### src/rtl/square_cube_root_unit.sv
// Iterative integer square root and cube root of a 32-bit operand.
// One result bit per cycle; results and done are registered 16 cycles after start is accepted.
module square_cube_root_unit (
    input  logic        clk,
    input  logic        rst,
    input  logic        start,
    input  logic [31:0] number,
    output logic [15:0] sq_root,
    output logic [10:0] cube_root,
    output logic        busy,
    output logic        done
);

    typedef enum logic {StIdle, StCalc} state_e;

    state_e      state_q, state_d;
    logic [3:0]  iter_q, iter_d;
    logic [31:0] num_q, num_d;
    logic [31:0] rad_q, rad_d;
    logic [19:0] rem_q, rem_d;
    logic [15:0] root_q, root_d;
    logic [10:0] cube_q, cube_d;
    logic [15:0] sq_root_q, sq_root_d;
    logic [10:0] cube_root_q, cube_root_d;
    logic        busy_q, busy_d;
    logic        done_q, done_d;

    // Square root datapath: restoring digit-by-digit, two radicand bits per step.
    logic [19:0] rem_shift;
    logic [19:0] sq_trial;
    logic        sq_fit;
    logic [19:0] rem_next;
    logic [15:0] root_next;

    assign rem_shift = {rem_q[17:0], rad_q[31:30]};
    assign sq_trial  = {2'b00, root_q, 2'b01};
    assign sq_fit    = (rem_shift >= sq_trial);
    assign rem_next  = sq_fit ? (rem_shift - sq_trial) : rem_shift;
    assign root_next = {root_q[14:0], sq_fit};

    // Cube root datapath: trial-and-keep on bits 10..0; 34 bits holds 2047^3 without overflow.
    logic [10:0] cube_bit;
    logic [10:0] cube_trial;
    logic [33:0] cube_trial_w;
    logic [33:0] cube_pow;
    logic        cube_fit;
    logic [10:0] cube_next;

    assign cube_bit     = (iter_q <= 4'd10) ? (11'd1 << (4'd10 - iter_q)) : 11'd0;
    assign cube_trial   = cube_q | cube_bit;
    assign cube_trial_w = {23'd0, cube_trial};
    assign cube_pow     = cube_trial_w * cube_trial_w * cube_trial_w;
    assign cube_fit     = (cube_bit != 11'd0) && (cube_pow <= {2'b00, num_q});
    assign cube_next    = cube_fit ? cube_trial : cube_q;

    always_comb begin
        state_d     = state_q;
        iter_d      = iter_q;
        num_d       = num_q;
        rad_d       = rad_q;
        rem_d       = rem_q;
        root_d      = root_q;
        cube_d      = cube_q;
        sq_root_d   = sq_root_q;
        cube_root_d = cube_root_q;
        busy_d      = busy_q;
        done_d      = 1'b0;

        unique case (state_q)
            StIdle: begin
                if (start) begin
                    num_d   = number;
                    rad_d   = number;
                    rem_d   = 20'd0;
                    root_d  = 16'd0;
                    cube_d  = 11'd0;
                    iter_d  = 4'd0;
                    busy_d  = 1'b1;
                    state_d = StCalc;
                end
            end
            StCalc: begin
                rad_d  = {rad_q[29:0], 2'b00};
                rem_d  = rem_next;
                root_d = root_next;
                cube_d = cube_next;
                iter_d = iter_q + 4'd1;
                if (iter_q == 4'd15) begin
                    sq_root_d   = root_next;
                    cube_root_d = cube_next;
                    done_d      = 1'b1;
                    busy_d      = 1'b0;
                    state_d     = StIdle;
                end
            end
            default: state_d = StIdle;
        endcase
    end

    always_ff @(posedge clk) begin
        if (rst) begin
            state_q     <= StIdle;
            iter_q      <= 4'd0;
            num_q       <= 32'd0;
            rad_q       <= 32'd0;
            rem_q       <= 20'd0;
            root_q      <= 16'd0;
            cube_q      <= 11'd0;
            sq_root_q   <= 16'd0;
            cube_root_q <= 11'd0;
            busy_q      <= 1'b0;
            done_q      <= 1'b0;
        end else begin
            state_q     <= state_d;
            iter_q      <= iter_d;
            num_q       <= num_d;
            rad_q       <= rad_d;
            rem_q       <= rem_d;
            root_q      <= root_d;
            cube_q      <= cube_d;
            sq_root_q   <= sq_root_d;
            cube_root_q <= cube_root_d;
            busy_q      <= busy_d;
            done_q      <= done_d;
        end
    end

    assign sq_root   = sq_root_q;
    assign cube_root = cube_root_q;
    assign busy      = busy_q;
    assign done      = done_q;

endmodule

### config.mk
export PLATFORM = sky130hd
export DESIGN_NAME = square_cube_root_unit
export DESIGN_NICKNAME = d
export VERILOG_FILES = /design/src/rtl/square_cube_root_unit.sv
export SDC_FILE = /design/constraint.sdc
export NUM_CORES = 1
export LEC_CHECK = 0
export CAP_MARGIN = 20
export CELL_PAD_IN_SITES_DETAIL_PLACEMENT = 1
export CELL_PAD_IN_SITES_GLOBAL_PLACEMENT = 2
export CORE_MARGIN = 10
export CORE_UTILIZATION = 35
export CTS_CLUSTER_SIZE = 25
export DETAILED_ROUTE_END_ITERATION = 16
export GPL_TIMING_DRIVEN = 1
export PLACE_DENSITY_LB_ADDON = 0.1
export SYNTH_ARGS = -nofsm -noshare
export SYNTH_HDL_FRONTEND = slang
export SYNTH_SLANG_ARGS = --single-unit
### constraint.sdc
create_clock -name clk -period 13.1 [get_ports clk]
set_input_delay 2.62 -clock clk [delete_from_list [all_inputs] [get_ports clk]]
set_output_delay 2.62 -clock clk [all_outputs]
set_load 0.005 [all_outputs]
After elaboration in Yosys (flattened, before gate mapping)
Cells that the tools add are included.
- equal/unequal tests: 3
- bitwise gates (word level): 2
- add/sub/neg operators: 3
- mux-type cells: 20
- shift-type cells: 1
- $lt $le $gt $ge: 3
- reduce and logical (&&, ||, !) cells: 6
- multiply operators: 2
- operators with widths (cell ; number):
    one-hot mux 32 bit (2 select lines) ; 1
    2-to-1 mux 18 bit ; 2
    one-hot mux 18 bit (2 select lines) ; 1
    <= comparator 33 x 32 -> 1 bit ; 1
    multiplier 22 x 11 -> 33 bit ; 1
    2-to-1 mux 11 bit ; 3
    2-to-1 mux 32 bit ; 1
    one-hot mux 16 bit (2 select lines) ; 1
    multiplier 11 x 11 -> 22 bit ; 1
    one-hot mux 11 bit (2 select lines) ; 1
    greater-or-equal comparator 20 x 18 -> 1 bit ; 1
    subtractor 18 bit ; 1
    2-to-1 mux 16 bit ; 1
    OR 11 bit ; 1
    nonzero test 11 bit ; 1
    left shift 1 x 4 -> 11 bit (first input constant) ; 1
    one-hot mux 4 bit (2 select lines) ; 1
    AND reduction 2 bit ; 3
    2-to-1 mux 1 bit ; 5
    adder 4 x 1 -> 4 bit (second input constant) ; 1
    == test 4 bit (second input constant) ; 1
    <= comparator 4 bit (second input constant) ; 1
    2-to-1 mux 4 bit ; 1
    one-hot mux 1 bit (2 select lines) ; 2
    6 further kinds ; 6
- word-level logic and storage cells: 51
- bits in registers: 143
- output and inout bits: 29

Longest topological paths before layout
Gate-level depths: netlist of run 1.
- word-level depth: 10
- mapped depth: 58
- depth with buffers taken out: 56

Worst setup path after synthesis of run 1
No wires, ideal clock.
- path type: reg2reg
- start point: reg iter_q[0]
- end point: reg cube_q[0]
- data required time: 13.040 ns
- period minus slack after synthesis: 12.757 ns
- setup slack: 0.343 ns
- arrival: 12.696 ns
- setup time: 0.060 ns
- cell stages (with the launch flop): 51
- cell sequence: dfxtp_1 > ha_1 > clkbuf_1 > a21oi_1 > o32ai_2 > a21o_1 > clkbuf_1 > clkbuf_1 > nand2_1 > fa_1 > fa_1 > fa_1 > fa_1 > fa_1 > inv_1 > ha_1 > a21oi_1 > nor2b_1 > [... 15 more ...] > ha_1 > a21o_1 > a21o_1 > a2111oi_2 > a21oi_2 > nor4_2 > or3_2 > xnor2_1 > ha_1 > nand2_1 > nor3_1 > a2111oi_0 > nand2_1 > nor3_1 > a21oi_1 > nor3_2 > buf_6 > a32o_2
- longest elaborated chain between the ends: 10
- RTL lines (what ; RTL line ; RTL):
    start, declared ; 17 ; logic [3:0] iter_q, iter_d;
    start signal, assigned ; 115 ; iter_q <= iter_d;
    subtractor 4 bit ; 49 ; assign cube_bit = (iter_q <= 4'd10) ? (11'd1 << (4'd10 - iter_q)) : 11'd0;
    left shift 1 x 4 -> 11 bit ; 49 ;
    2-to-1 mux 11 bit (*) ; 49 ;
    OR 11 bit ; 50 ; assign cube_trial = cube_q | cube_bit;
    multiplier 11 x 11 -> 22 bit ; 52 ; assign cube_pow = cube_trial_w * cube_trial_w * cube_trial_w;
    multiplier 22 x 11 -> 33 bit ; 52 ;
    <= comparator 33 x 32 -> 1 bit ; 53 ; assign cube_fit = (cube_bit != 11'd0) && (cube_pow <= {2'b00, num_q});
    logical AND 1 bit ; 53 ;
    2-to-1 mux 11 bit (*) ; 54 ; assign cube_next = cube_fit ? cube_trial : cube_q;
    one-hot mux 11 bit (2 select lines) (*) ; 69 ; unique case (state_q)
    end signal, assigned ; 120 ; cube_q <= cube_d;
    end, declared ; 22 ; logic [10:0] cube_q, cube_d;
Every way passes the cells marked *; elsewhere a longest branch is shown, timed or not.
A chain may end at the register's enable or synchronous reset.

Worst setup path after layout of run 1
- start point: reg iter_q[1]
- end point: reg cube_q[8]
Same word-level chain as after synthesis.

==> flow_metrics.py, run 1 <==
metrics = {
    "worst_setup_path": {
        "endpoint_kind": "flip-flop",
        "crit_path_frequent_cell": "fa_1",
        "crit_type": "reg -> reg",
        "crit_slowest_cell": "fa_1",
        "cp.arrival_ns": 12.94,
        "critPathMaxStageDelay_ns": 0.54,
        "crit_fanout": 7,
        "crit_required_ns": 13.51,
        "cp-start-kind": "flip-flop",
    },
    "placed_design": {
        "io_buffers": 63,
        "preCtsSetupSlack_ns": -0.329,
        "dp_hpwl_um": 43200,
        "gp_congestion": 0.844,
        "placed_cells": 2869,
    },
    "detailed_routing": {
        "firstDrtPassIters": 5,
        "avgViaCountPerCell": 4.97,
        "wl_per_cell_um": 18.2,
        "drtAntennaViolNets": 0,
        "wl_um": 53100,
        "vias": 14500,
        "drt-initial-drc-count": 568,
        "drc": 0,
    },
    "die": {
        "ios": 64,
        "start_util_pct": 35.2,
        "die_h_um": 244,
        "coreArea_um2": 50000,
        "rows": 82,
        "die_x_um": 244,
        "die-area_um2": 59700,
    },
    "global_routing": {
        "grt_pass1_vias": 15900,
        "grtUsageTotal_pct": 18.3,
        "antenna_found_initial": 0,
        "grt_pass1_wl_um": 87800,
        "grt_max_degree": 65,
        "grt_overflow_total": 0,
    },
    "synth": {
        "ys_seq_area_share_pct": 16.3,
        "synth_edf_count": 0,
        "netlist_instances": 2133,
        "avgSynthCellArea_um2": 8.26,
        "synth_area_um2": 17600,
        "synth_cell_types": 70,
        "yosys_warnings": 0,
        "syn_nets": 2577,
        "ys.flop_type": "dfxtp_1",
        "synthArstFlopShare_pct": 0,
        "synth_seq_cells": 143,
    },
    "clock_network": {
        "clk_pin_slew_ns": 0.06,
        "cts_buffers": 17,
        "htree_levels": 4,
        "ctsHoldBuffers": 0,
        "cts_tree": "yes",
        "clock_latency_ns": 0.47,
        "clockBufferDepth": 2,
        "clock-sinks": 143,
        "root_buffer": "clkbuf_16",
    },
    "layout": {
        "layout_commonest_cell": "inv_1",
        "nets": 2677,
        "syn2layout_area_growth_pct": 17.7,
        "most-common-layout-cells": "inv_1 (305), nor2_1 (263), nand2_1 (262), fa_1 (227), ha_1 (175)",
        "drive_gt1_share_pct": 11.7,
        "layoutNonFillerInstCount": 2917,
        "antennaDiodeCount": 0,
    },
    "hold_path": {
        "min_path_type": "reg -> reg",
    },
    "sta": {
        "finClkSkew_ns": 0.0116,
        "setup_viol": 0,
        "worst_pin_slew_ns": 0.938,
        "max_freq_mhz": 79.8,
        "period_needed_ns": 12.53,
        "final_max_slew_viol_count": 0,
        "final.period_utilization_pct": 95.6,
        "finalHoldViolCount": 0,
        "relSlewSlack_pct": 37.5,
        "hold_slack_ns": 0.453,
        "setup_ws_ns": 0.573,
    },
    "pwr": {
        "p_per_area_nw_per_um2": 89.3,
        "vdd_ir_drop_max_uv": 146,
        "leakagePower_nw": 9.43,
        "finalPower_mw": 1.85,
    },
    "flow_run": {
        "maxCapViolations": 0,
    },
    "run_status": {
        "status": "completed",
    },
}
[per-layer routing]
| layer | up-vias | share of wire (%) | track usage (%) | wire length [um] |
|---|---|---|---|---|
| li1 | 7032 | - | - | - |
| met1 | 7302 | 48 | 24.8 | 25700 |
| met2 | 135 | 48 | 30.4 | 25300 |
| met3 | 36 | 2.5 | 2.61 | 1330 |
| met4 | 0 | 1.3 | 4.27 | 710 |
| met5 | - | 0 | 0 | 0 |
[flip-flops by register name, indices dropped and copies added (netlist names)]
register / count
cube_q: 11
root_q: 16
done: 1
sq_root: 16
num_q: 32
state_q: 1
rad_q: 32
rem_q: 18
iter_q: 4
cube_root: 11
busy: 1
[critical path, delay by kind of cell (launching register included)]
kind | cells | cell delay, ns
simple gates | 14 | 2.22
fa+ha+maj | 14 | 5.76
flops | 1 | 0.34
buf+inv | 13 | 1.38
compound gates | 13 | 2.43
xor+xnor | 2 | 0.31
[synthesized netlist by cell type, types with 3 or more instances]
cell type  count  area [um2]
nand2b_1      33         206
xor2_1        20         175
a22o_1         4        35.0
nor2b_1        8        50.1
mux2i_1       49         490
a32o_2         7        78.8
o21ai_1       15        75.1
mux2_2         3        33.8
nor3_1        50         250
ha_1         180        2250
a41oi_1        3        26.3
a21oi_1      175         876
a211oi_1      12        90.1
dfxtp_1      143        2860
inv_1        306        1150
nand2_1      266         998
o211ai_1       7        52.6
buf_1         13        48.8
clkbuf_1      75         282
fa_1         229        4580
nand3_1        9        45.0
a21oi_2        4        35.0
or2_2          6        37.5
o22ai_1        3        18.8
or3_1         10        62.6
o21a_1        10        75.1
nor2_1       275        1030
xnor2_1       58         508
a31oi_1        5        31.3
o31ai_1        4        30.0
nand4_1       11        68.8
nor4_1         4        25.0
and2_1        17         106
buf_2          7        35.0
o21ai_0       30         150
a2111oi_0      5        43.8
a21o_1        28         210
o21bai_1      10        75.1
[logic make-up after synthesis]
kind of cell / Yosys count / share of synthesized area (%)
simple gates: 701 / 17.0
mux: 53 / 3.04
compound gates: 342 / 12.1
buf+inv: 405 / 8.75
fa+ha+maj: 409 / 38.8
other cells: 1 / 0.0213
xor+xnor: 79 / 3.97
flops: 143 / 16.3
[final cells by class]
class,count,area (um2)
clock buffer,20,447
sequential,143,2870
tap,672,841
inverter,307,1160
multi-input combinational,1585,13700
timing repair buffer,179,1580
fill,5955,29200
clock inverter,11,134
[report_power, final]
part	leakage (nW)	internal (mW)	switching, mW
clock	0.269	0.285	0.203
sequential	1.16	0.472	0.0297
combinational	7.99	0.381	0.481
total	9.43	1.14	0.713
[what timing repair did]
| item | CTS | global route |
|---|---|---|
| gates resized for setup | 11 | 97 |
| gates cloned | 0 | 1 |
| buffers inserted | 0 | 15 |
| hold endpoints to repair | 0 | 0 |
| pin swaps | 0 | 46 |
| setup endpoints to repair | 11 | 11 |
[stage by stage]
| stage | cell area, um2 | setup TNS, ns | utilization, % |
|---|---|---|---|
| finish | 20700 | 0 | 41.5 |
| global placement | 19500 | -2.63 | 38.9 |
| floorplan | 17600 | 0 | - |
| CTS | 20100 | 0 | 40.2 |
| detailed placement | 19500 | -3.39 | 39.0 |
| global route | 20700 | -0.586 | 41.5 |
[path summary, 6_finish.rpt]
kind                            cells past startpoint  startpoint        end  slack (ns)
worst min-delay path                                2   num_q[29]  num_q[29]        0.45
worst min register to register                      2   num_q[29]  num_q[29]        0.45
worst max register to register                     56   iter_q[1]  cube_q[8]        0.57
worst max-delay path                               56   iter_q[1]  cube_q[8]        0.57
No activity file was read; power rests on OpenSTA's default activity.
==> inputs of run 2 (changes only) <==
CORE_UTILIZATION = 40   (was 35)
clock period = 15.6 ns   (was 13.1 ns; I/O delays follow)
==> flow_metrics.py, run 2 (same netlist as run 1, synthesis figures left out) <==
metrics = {
    "global_routing": {
        "met2_usage_pct": 32.3,
        "grt_util_met3_pct": 3.35,
        "grt_max_degree": 66,
        "grtUsageMet1_pct": 27.9,
        "grt_overflow_total": 0,
        "grt_pass1_vias": 15700,
        "top_usage_layer": "met2",
        "antenna_found_initial": 1,
        "grt_pass1_wl_um": 85800,
        "grtUsageTotal_pct": 20.2,
    },
    "worst_setup_path": {
        "crit_required_ns": 16.01,
        "critPathMaxStageDelay_ns": 0.59,
        "crit_path_frequent_cell": "fa_1",
        "cp-start-kind": "flip-flop",
        "crit_slowest_cell": "fa_1",
        "crit_fanout": 14,
        "endpoint_kind": "flip-flop",
        "crit_type": "reg -> reg",
        "cp.arrival_ns": 14.84,
        "r2r_slack_ns": 1.17,
    },
    "clock_network": {
        "clk_pin_slew_ns": 0.07,
        "cts_buffers": 17,
        "clockBufferDepth": 2,
        "htree_levels": 4,
        "root_buffer": "clkbuf_16",
        "clock-sinks": 143,
        "clock_latency_ns": 0.47,
        "ctsHoldBuffers": 0,
        "cts_tree": "yes",
    },
    "layout": {
        "nets": 2599,
        "syn2layout_area_growth_pct": 10.8,
        "drive_gt1_share_pct": 5.49,
        "multi_input_area_um2": 13200,
        "fillers": 5206,
        "antennaDiodeCount": 0,
        "regArea_um2": 2870,
        "most-common-layout-cells": "inv_1 (305), nor2_1 (275), nand2_1 (266), fa_1 (229), ha_1 (179)",
        "fin_util_pct": 45.1,
        "layout_commonest_cell": "inv_1",
        "top_regs": "num_q: 32 flops, rad_q: 32 flops, rem_q: 18 flops",
    },
    "sta": {
        "final_max_slew_viol_count": 0,
        "period_needed_ns": 14.43,
        "max_freq_mhz": 69.3,
        "final.period_utilization_pct": 92.5,
        "rsz0062_at_grt": "false",
        "relSlewSlack_pct": 32.8,
        "setup_viol": 0,
        "worst_pin_slew_ns": 1.00,
        "finClkSkew_ns": 0.0153,
        "finalHoldViolCount": 0,
        "tns_ns": 0,
    },
    "die": {
        "die_x_um": 230,
        "start_util_pct": 40.7,
        "die_h_um": 230,
        "ios": 64,
        "rows": 76,
        "coreArea_um2": 43300,
        "die-area_um2": 52800,
    },
    "placed_design": {
        "dp_hpwl_um": 41600,
        "gp_congestion": 0.846,
        "io_buffers": 63,
    },
    "detailed_routing": {
        "drc": 0,
        "drtAntennaViolNets": 0,
        "wl_um": 51400,
        "firstDrtPassIters": 5,
        "drt-initial-drc-count": 740,
        "vias": 14400,
        "wl_per_cell_um": 18.7,
        "avgViaCountPerCell": 5.23,
    },
    "pwr": {
        "finalPower_mw": 1.55,
        "vdd_ir_drop_max_uv": 222,
        "p_per_area_nw_per_um2": 79.5,
        "leakagePower_nw": 8.95,
    },
    "run_status": {
        "status": "completed",
    },
    "hold_path": {
        "min_path_type": "reg -> reg",
    },
    "flow_run": {
        "maxCapViolations": 0,
    },
}
==> run 2: routing by layer <==
layer | routed length [um] | part of all wire [%] | vias up
li1 | - | - | 6881
met1 | 25200 | 49 | 7308
met2 | 23600 | 46 | 176
met3 | 1720 | 3.3 | 43
met4 | 823 | 1.6 | 0
met5 | 0 | 0 | -
==> run 2: metrics by stage <==
stage	hold WS (ns)	area, um2	setup slack (ns)	std cells
2_1_floorplan	0.428	17600	2.84	2133
3_3_place_gp	0.441	18800	1.23	2714
3_5_place_dp	0.449	18900	0.762	2716
4_1_cts	0.459	19500	0.657	2748
5_1_grt	0.480	19500	0.208	2753
6_report	0.453	19500	1.17	2753
==> run 2: power by group <==
part           switching (mW)  internal, mW  total, mW
combinational           0.401         0.309      0.711
clock                   0.190         0.228      0.418
sequential             0.0256         0.396      0.422
==> run 2: critical path: cells and delay by family, from the launching register on <==
kind	cells	cell delay, ns
buf+inv	9	1.12
flops	1	0.46
xor+xnor	2	0.40
compound gates	15	3.74
simple gates	11	2.11
fa+ha+maj	14	6.51
==> run 2: repair_timing <==
| item | in CTS | in global routing |
|---|---|---|
| setup buffers | 0 | 3 |
| endpoints found under the setup margin | 0 | 11 |
| gates resized for setup | 0 | 3 |
==> run 2: cell type report <==
cell class                 instances  share of cell area, %
timing repair buffer             100                   4.73
inverter                         307                   5.92
clock inverter                    15                  0.859
timing repair inverter             1                 0.0256
sequential                       143                   14.7
multi-input combinational       1585                   67.8
tap                              585                   3.75
clock buffer                      17                   2.18
==> run 2: path summary, 6_finish.rpt <==
path                     to  depth (start not counted)       from
setup reg to reg  cube_q[2]                         51  iter_q[0]
setup / recovery  cube_q[2]                         51  iter_q[0]
hold reg to reg   num_q[15]                          2  num_q[15]
hold / removal    num_q[15]                          2  num_q[15]
==> inputs of run 3 (changes only) <==
CORE_ASPECT_RATIO = 1.5   (was not set)
==> flow_metrics.py, run 3 (same netlist as run 1, synthesis figures left out) <==
metrics = {
    "hold_path": {
        "hold_depth": 2,
        "min_path_type": "reg -> reg",
        "holdCritStartpoint": "rem_q[17]",
    },
    "clock_network": {
        "cts_buffers": 17,
        "clock_latency_ns": 0.43,
        "clockBufferDepth": 2,
        "root_buffer": "clkbuf_16",
        "htree_levels": 4,
        "clock-sinks": 143,
        "clk_pin_slew_ns": 0.06,
        "cts_tree": "yes",
    },
    "die": {
        "rows": 94,
        "die_x_um": 191,
        "die_h_um": 277,
        "start_util_pct": 40.3,
        "die-area_um2": 53000,
        "coreArea_um2": 43800,
        "ios": 64,
    },
    "sta": {
        "setup_viol": 0,
        "rsz0062_at_grt": "false",
        "tns_ns": 0,
        "setup_ws_ns": 1.17,
        "finClkSkew_ns": 0.0111,
        "max_freq_mhz": 69.3,
        "finalHoldViolCount": 0,
        "worst_pin_slew_ns": 0.998,
        "relSlewSlack_pct": 32.9,
        "final.period_utilization_pct": 92.5,
        "final_max_slew_viol_count": 0,
        "period_needed_ns": 14.43,
    },
    "global_routing": {
        "grt_pass1_vias": 16300,
        "grt_overflow_total": 0,
        "antenna_found_initial": 0,
        "grt_pass1_wl_um": 88200,
        "grtUsageTotal_pct": 21.0,
        "grt_max_degree": 93,
    },
    "layout": {
        "top_regs": "num_q: 32 flops, rad_q: 32 flops, rem_q: 18 flops",
        "layoutNonFillerInstCount": 2740,
        "final_cell_area_um2": 19400,
        "fillers": 5283,
        "antennaDiodeCount": 0,
        "most-common-layout-cells": "inv_1 (306), nor2_1 (275), nand2_1 (266), fa_1 (229), ha_1 (179)",
        "syn2layout_area_growth_pct": 10.3,
        "layout_commonest_cell": "inv_1",
        "drive_gt1_share_pct": 5.27,
        "nets": 2595,
    },
    "worst_setup_path": {
        "critPathMaxStageDelay_ns": 0.71,
        "crit_fanout": 11,
        "r2r-start": "iter_q[0]",
        "cp-start-kind": "flip-flop",
        "crit_path_frequent_cell": "fa_1",
        "crit_type": "reg -> reg",
        "crit_required_ns": 15.97,
        "endpoint_kind": "flip-flop",
        "cp.arrival_ns": 14.80,
        "crit_slowest_cell": "xor2_1",
        "startpoint": "iter_q[0]",
        "reg2reg_depth": 49,
    },
    "detailed_routing": {
        "drt-initial-drc-count": 427,
        "wl_um": 53500,
        "avgViaCountPerCell": 5.23,
        "dr.max_layer_used": "met4",
        "vias": 14300,
        "wl_per_cell_um": 19.5,
        "wl_met1_um": 20800,
        "dr_wl_met2_um": 30200,
        "wl_met3_um": 1030,
        "firstDrtPassIters": 4,
        "drc": 0,
        "drtAntennaViolNets": 0,
    },
    "pwr": {
        "p_per_area_nw_per_um2": 78.3,
        "seqPwrFrac_pct": 27.7,
        "p_clk_share_pct": 25.6,
        "combPwrFrac_pct": 46.8,
        "p_sw_mw": 0.591,
        "vdd_ir_drop_max_uv": 127,
        "p_int_mw": 0.930,
        "swShare_pct": 38.9,
        "leakagePower_nw": 8.90,
    },
    "placed_design": {
        "gp_congestion": 0.888,
        "placed_cells": 2708,
        "dp_hpwl_um": 44300,
        "io_buffers": 63,
        "preCtsSetupSlack_ns": 0.373,
        "postPlaceCellArea_um2": 18800,
    },
    "run_status": {
        "status": "completed",
    },
    "flow_run": {
        "maxCapViolations": 0,
    },
}
[run 3: worst paths after layout]
path	to	slack, ns
hold reg to reg	rem_q[17]	0.45
setup reg to reg	cube_q[8]	1.17
hold / removal	rem_q[17]	0.45
setup / recovery	cube_q[8]	1.17
[run 3: power groups by stage]
| stage | Combinational [mW] | Clock [mW] | Sequential [mW] |
|---|---|---|---|
| floorplan | 0.565 | 0 | 0.419 |
| global placement | 0.703 | 0 | 0.428 |
| detailed placement | 0.717 | 0 | 0.429 |
| CTS | 0.722 | 0.400 | 0.421 |
| global route | 0.791 | 0.413 | 0.424 |
| finish | 0.712 | 0.389 | 0.421 |
[run 3: layer usage]
| layer | global-route usage (%) | vias to the layer above |
|---|---|---|
| met3 | 1.88 | 70 |
| met1 | 23.0 | 7211 |
| met5 | 0 | - |
| li1 | - | 6861 |
| met2 | 40.4 | 189 |
| met4 | 7.35 | 0 |
[run 3: layout make-up]
cell class | count | area, um2 | area share, %
inverter | 307 | 1150 | 5.93
clock buffer | 20 | 447 | 2.30
multi-input combinational | 1585 | 13300 | 68.2
tap | 576 | 721 | 3.71
sequential | 143 | 2870 | 14.8
timing repair buffer | 97 | 878 | 4.52
clock inverter | 12 | 113 | 0.580
[run 3: critical path: cells and delay by family, from the launching register on]
| family | cells | cell delay, ns |
|---|---|---|
| DFF | 1 | 0.46 |
| AOI/OAI and AO/OA | 16 | 3.72 |
| buffers and inverters | 6 | 0.63 |
| and+or+nand+nor | 11 | 2.23 |
| xor gates and xnor gates | 2 | 0.93 |
| adders and majority gates | 14 | 6.37 |
[run 3: repair_timing]
item                                    in CTS  in global routing
endpoints found under the setup margin       0                 11
endpoints found under the hold margin        0                  0
gates resized for setup                      0                  5
setup buffers                                0                  0
hold buffers                                 0                  0
[run 3: stage by stage]
step | hold slack (ns) | power, mW | util (%)
global placement | 0.439 | 1.13 | 43.1
finish | 0.452 | 1.52 | 44.4
floorplan | 0.428 | 0.984 | -
global route | 0.482 | 1.63 | 44.4
detailed placement | 0.448 | 1.15 | 43.1
CTS | 0.456 | 1.54 | 44.4
